## src/rtl/sync_fifo_pkg.sv

```systemverilog
// Shared sizing helpers and parameter legality check for sync_fifo_status.
package sync_fifo_pkg;

    // Width of an occupancy counter able to hold 0..depth
    function automatic int cnt_width(input int depth);
        return $clog2(depth + 1);
    endfunction

    // Width of a pointer covering 0..depth-1, never narrower than one bit
    function automatic int ptr_width(input int depth);
        int w;
        w = $clog2(depth);
        return (w < 1) ? 1 : w;
    endfunction

    // Legal configuration: at least two entries, AE_THRESH < AF_THRESH <= DEPTH
    function automatic bit params_ok(input int depth, input int af, input int ae);
        return (depth >= 2) && (ae >= 0) && (ae < af) && (af <= depth);
    endfunction

endpackage

```

## src/rtl/sync_fifo_wrap_ptr.sv

```systemverilog
// Modulo-DEPTH pointer: counts 0..DEPTH-1 and wraps explicitly to 0, so
// non-power-of-two depths work without an extra wrap bit.
module fifo_wrap_ptr
    import sync_fifo_pkg::*;
#(
    parameter int DEPTH = 8,
    localparam int PW   = ptr_width(DEPTH)
) (
    input  logic          clk,
    input  logic          rst_n,
    input  logic          inc,
    output logic [PW-1:0] ptr
);

    logic [PW-1:0] ptr_q, ptr_d;

    // Next pointer: advance on inc, wrap after the last slot
    always_comb begin
        ptr_d = ptr_q;
        if (inc) ptr_d = (ptr_q == PW'(DEPTH - 1)) ? '0 : ptr_q + 1'b1;
    end

    // Pointer register, synchronous active-low reset
    always_ff @(posedge clk) begin
        if (!rst_n) ptr_q <= '0;
        else        ptr_q <= ptr_d;
    end

    assign ptr = ptr_q;

endmodule

```

## src/rtl/sync_fifo_status.sv

```systemverilog
// Single-clock FIFO with occupancy count, almost-full/almost-empty flags,
// registered read port with valid strobe, and read+write accepted on full.
// Optional sticky overflow/underflow flags: define SYNC_FIFO_ERR_FLAGS_EN.
module sync_fifo_status
    import sync_fifo_pkg::*;
#(
    parameter int DATA_WIDTH = 8,
    parameter int DEPTH      = 8,
    parameter int AF_THRESH  = 6,
    parameter int AE_THRESH  = 1,
    localparam int CW        = cnt_width(DEPTH),
    localparam int PW        = ptr_width(DEPTH)
) (
    input  logic                  clk,
    input  logic                  rst_n,
    input  logic                  wr_en,
    input  logic [DATA_WIDTH-1:0] data_in,
    input  logic                  rd_en,
    output logic [DATA_WIDTH-1:0] data_out,
    output logic                  rd_valid,
    output logic [CW-1:0]         count,
    output logic                  full,
    output logic                  empty,
    output logic                  almost_full,
    output logic                  almost_empty,
    output logic                  overflow,
    output logic                  underflow,
    input  logic                  err_clr
);

    if (!params_ok(DEPTH, AF_THRESH, AE_THRESH)) begin : g_bad_params
        $error("sync_fifo_status: need DEPTH>=2 and 0<=AE_THRESH<AF_THRESH<=DEPTH");
    end

    logic [DATA_WIDTH-1:0] mem [DEPTH];
    logic [PW-1:0]         w_ptr, r_ptr;
    logic [CW-1:0]         count_q, count_d;
    logic [DATA_WIDTH-1:0] data_out_q;
    logic                  rd_valid_q;
    logic                  rd_acc, wr_acc;

    // A write on full only goes in when the same-cycle read frees a slot;
    // reads never bypass from the write port.
    assign rd_acc = rd_en & ~empty;
    assign wr_acc = wr_en & (~full | rd_en);

    fifo_wrap_ptr #(.DEPTH(DEPTH)) u_wptr (.clk(clk), .rst_n(rst_n), .inc(wr_acc), .ptr(w_ptr));
    fifo_wrap_ptr #(.DEPTH(DEPTH)) u_rptr (.clk(clk), .rst_n(rst_n), .inc(rd_acc), .ptr(r_ptr));

    // Storage: not reset; same-slot read on full sees the old word via NBA ordering
    always_ff @(posedge clk) begin
        if (rst_n && wr_acc) mem[w_ptr] <= data_in;
    end

    // Registered read port and one-cycle valid strobe
    always_ff @(posedge clk) begin
        if (!rst_n) begin
            data_out_q <= '0;
            rd_valid_q <= 1'b0;
        end else begin
            rd_valid_q <= rd_acc;
            if (rd_acc) data_out_q <= mem[r_ptr];
        end
    end

    // Occupancy next-state: simultaneous accept leaves count unchanged
    always_comb begin
        count_d = count_q;
        case ({wr_acc, rd_acc})
            2'b10:   count_d = count_q + 1'b1;
            2'b01:   count_d = count_q - 1'b1;
            default: count_d = count_q;
        endcase
    end

    // Occupancy register
    always_ff @(posedge clk) begin
        if (!rst_n) count_q <= '0;
        else        count_q <= count_d;
    end

    assign data_out     = data_out_q;
    assign rd_valid     = rd_valid_q;
    assign count        = count_q;
    assign full         = (count_q == CW'(DEPTH));
    assign empty        = (count_q == '0);
    assign almost_full  = (count_q >= CW'(AF_THRESH));
    assign almost_empty = (count_q <= CW'(AE_THRESH));

`ifdef SYNC_FIFO_ERR_FLAGS_EN
    logic ovf_q, ovf_d, udf_q, udf_d;

    // Sticky error next-state: a new error beats a same-cycle clear
    always_comb begin
        ovf_d = (wr_en & ~wr_acc) | (ovf_q & ~err_clr);
        udf_d = (rd_en & ~rd_acc) | (udf_q & ~err_clr);
    end

    // Sticky error registers
    always_ff @(posedge clk) begin
        if (!rst_n) begin
            ovf_q <= 1'b0;
            udf_q <= 1'b0;
        end else begin
            ovf_q <= ovf_d;
            udf_q <= udf_d;
        end
    end

    assign overflow  = ovf_q;
    assign underflow = udf_q;
`else
    logic unused_err_clr;
    assign unused_err_clr = err_clr;
    assign overflow       = 1'b0;
    assign underflow      = 1'b0;
`endif

endmodule

```

## config.mk

```make
export PLATFORM = sky130hd
export DESIGN_NAME = sync_fifo_status
export DESIGN_NICKNAME = d
export VERILOG_FILES = /design/src/rtl/sync_fifo_pkg.sv /design/src/rtl/sync_fifo_wrap_ptr.sv /design/src/rtl/sync_fifo_status.sv
export SDC_FILE = /design/constraint.sdc
export NUM_CORES = 1
export LEC_CHECK = 0
export BUFFER_PORTS_ARGS = -buffer_cell sky130_fd_sc_hd__buf_2
export CAP_MARGIN = 20
export CORE_UTILIZATION = 30
export DETAILED_ROUTE_END_ITERATION = 7
export PLACE_DENSITY = 0.49
export SLEW_MARGIN = 10
export SYNTH_ARGS = -nofsm -noshare
export SYNTH_HDL_FRONTEND = slang
export SYNTH_SLANG_ARGS = --single-unit
```

## constraint.sdc

```tcl
create_clock -name clk -period 5.2 [get_ports clk]
set_input_delay 0.26 -clock clk [delete_from_list [all_inputs] [get_ports clk]]
set_output_delay 0.26 -clock clk [all_outputs]
set_load 0.05 [all_outputs]
```

==> impl_metrics.tcl <==
set metrics [dict create \
    status "finished clean" \
    die_x_um 108 \
    initial_utilization 0.310 \
    postCtsHoldBufs 0 \
    synth_edf_count 64 \
    clock_latency_ns 0.33 \
    setup_ws_ns 2.67 \
    grt_pass1_vias 1841 \
    arrival_ns 2.73 \
    yosys.cell_count.top_type "edfxtp_1" \
    critical_path_class "reg -> reg" \
    place_area_um2 3650 \
    dpl.hpwl_um 4100 \
    antenna_found_initial 0 \
    cts.sinks 83 \
    tightest_slew_ns 1.11 \
    post_cts_buffers 0 \
    clock-root-buffer "clkbuf_16" \
    cts_resized 0 \
    syn_to_final_growth_pct 17.3 \
    clockBufferDepth 2 \
    h-tree-depth 3 \
    yosysSeqAreaShare 0.680 \
    grt_pass1_wl_um 10200 \
    drc 0 \
    synth_cells 224 \
    finalCriticalPeriod_ns 2.53 \
    firstDrtPassIters 4 \
    fin_setup_tns_ns 0 \
    synth_ff_type "edfxtp_1" \
    numCtsBuffers 9 \
    yosys_warnings 0 \
    ys_ff_latch 83 \
    clk_pin_slew_ns 0.06 \
    yosysTopAreaCell "edfxtp_1" \
    ys_async_sr_fraction 0 \
    synth.top_cell.area_share 0.568 \
    placeableCoreArea_um2 10900 \
    num_io_pins 32 \
    grt_overflow 0 \
    track_usage 0.125 \
    final_cells 398 \
    dr_total_vias 1875 \
    wirelength_um 6820 \
    grt_max_degree 36 \
    setup_viol 0 \
    dr_wl_met3_um 133 \
    num_rows 38 \
    fill_cells 1065 \
    critPathCaptureType "flop" \
    fp.dieArea_um2 11700 \
    slew_headroom 0.260 \
    placed_cells 383 \
    cp.required_ns 5.40 \
    crit_path_max_fanout 7 \
    vias_per_cell 4.71 \
    drt-met1-wl_um 3110 \
    cp-start-kind "flop" \
    final_area_um2 3970 \
    dpl_worst_slack_ns 2.61 \
    die_h_um 108 \
    finClkSkew_ns 0.00405 \
    dr_wl_met2_um 3430 \
    synthDistinctLibCells 38 \
    powerDensity_nw_per_um2 499 \
    drive_gt1_frac 0.209 \
    drv_slew 0 \
    dr.max_layer_used "met4" \
    drt_iter0_markers 70 \
    num_antenna_cells 0 \
    fin_crit_sh 0.486 \
    drv_cap 0 \
    synthTopCellsByArea "edfxtp_1 57%, dfxtp_1 11%, mux2i_1 10%" \
    avgSynthCellArea_um2 15.1 \
    drtAntennaViolNets 0 \
    cts_tree "built" \
    synth_common_cells "64 x edfxtp_1, 34 x mux2i_1, 19 x dfxtp_1" \
    clock.fmax_mhz 396 \
    hp-class "in -> reg" \
    port_buffers 28 \
    vdd_drop_max_mv 0.184 \
    final_nets 276 \
    finalHoldViolCount 0 \
    leakage_nw 1.39 \
    wl_per_cell_um 17.1 \
    gp_congestion 0.690 \
    synth_area_um2 3390 \
    rsz0062_at_grt "no" \
]
## worst paths after layout
| check | slack [ns] | end | cells past startpoint | from |
|---|---|---|---|---|
| setup / recovery | 2.67 | count[3]$_SDFFE_PN0P_ | 10 | count[0]$_SDFFE_PN0P_ |
| hold / removal | 0.20 | mem[4][5]$_DFFE_PP_ | 1 | data_in[5] |
| setup reg to reg | 2.67 | count[3]$_SDFFE_PN0P_ | 10 | count[0]$_SDFFE_PN0P_ |
| hold reg to reg | 0.47 | data_out[5]$_SDFFE_PN0P_ | 1 | data_out[5]$_SDFFE_PN0P_ |
## critical path, cell delays in order (launching register included)
cell and delay, ns:
dfxtp_1 0.44, inv_1 0.10, ha_1 0.25, nor3b_2 0.18
nand2b_2 0.23, inv_2 0.12, ha_1 0.25, or4b_1 0.47
a21oi_2 0.17, xnor2_1 0.13, nor2_1 0.05
## cell families (layout without fill, tap and decap cells)
family / count (synthesis) / in the layout / share of synthesized area
AO/OA/AOI/OAI: 35 / 35 / 0.0780
XOR/XNOR: 3 / 3 / 0.00776
adder cells (fa/ha/maj): 9 / 9 / 0.0333
buffers and inverters: 15 / 48 / 0.0225
flip-flops: 83 / 83 / 0.680
multiplexers: 34 / 34 / 0.101
other: 1 / 2 / 0.00111
AND/OR/NAND/NOR: 44 / 44 / 0.0769
## layout by cell type, fill, tap and decap left out, drive strengths merged, types with 2 or more instances in the layout
| cell | count |
|---|---|
| nor2 | 13 |
| nor3 | 3 |
| clkinv | 2 |
| edfxtp | 64 |
| dfxtp | 19 |
| nor2b | 2 |
| conb | 2 |
| xor2 | 2 |
| o21ai | 3 |
| mux2i | 34 |
| nor3b | 2 |
| nand3b | 2 |
| nand2b | 4 |
| a21oi | 7 |
| bufinv | 2 |
| a22oi | 16 |
| inv | 5 |
| nand2 | 8 |
| or3 | 4 |
| a32o | 7 |
| nand3 | 2 |
| ha | 9 |
| clkbuf | 10 |
| buf | 28 |
## flip-flops by register name, indices dropped and copies added (netlist names)
name,count
data_out,8
mem,64
u_wptr.ptr,3
count,4
rd_valid,1
u_rptr.ptr,3
## per-stage QoR
step	power [mW]	hold WS, ns	util
floorplan	1.22	0.359	-
global placement	1.33	0.452	0.334
detailed placement	1.33	0.455	0.334
CTS	2.01	0.197	0.363
global route	2.07	0.206	0.363
finish	1.98	0.198	0.363
## report_power, final
group | switching [mW] | internal (mW)
sequential | 0.0814 | 0.758
combinational | 0.310 | 0.165
clock | 0.237 | 0.429
total | 0.629 | 1.35
## metal layers
metal | vias up | track usage
met1 | 925 | 0.151
met2 | 24 | 0.216
met4 | 0 | 0.0675
li1 | 916 | -
met3 | 10 | 0.0163
met5 | - | 0
## final cells by class
type,count,area [um^2],area share
Sequential cell,83,2300,0.580
Multi-Input combinational cell,127,1020,0.256
Clock buffer,10,239,0.0602
Tap cell,140,175,0.0441
Timing Repair Buffer,28,140,0.0353
Clock inverter,5,77.6,0.0195
Inverter,5,18.8,0.00473
No activity file was read; power rests on OpenSTA's default activity.
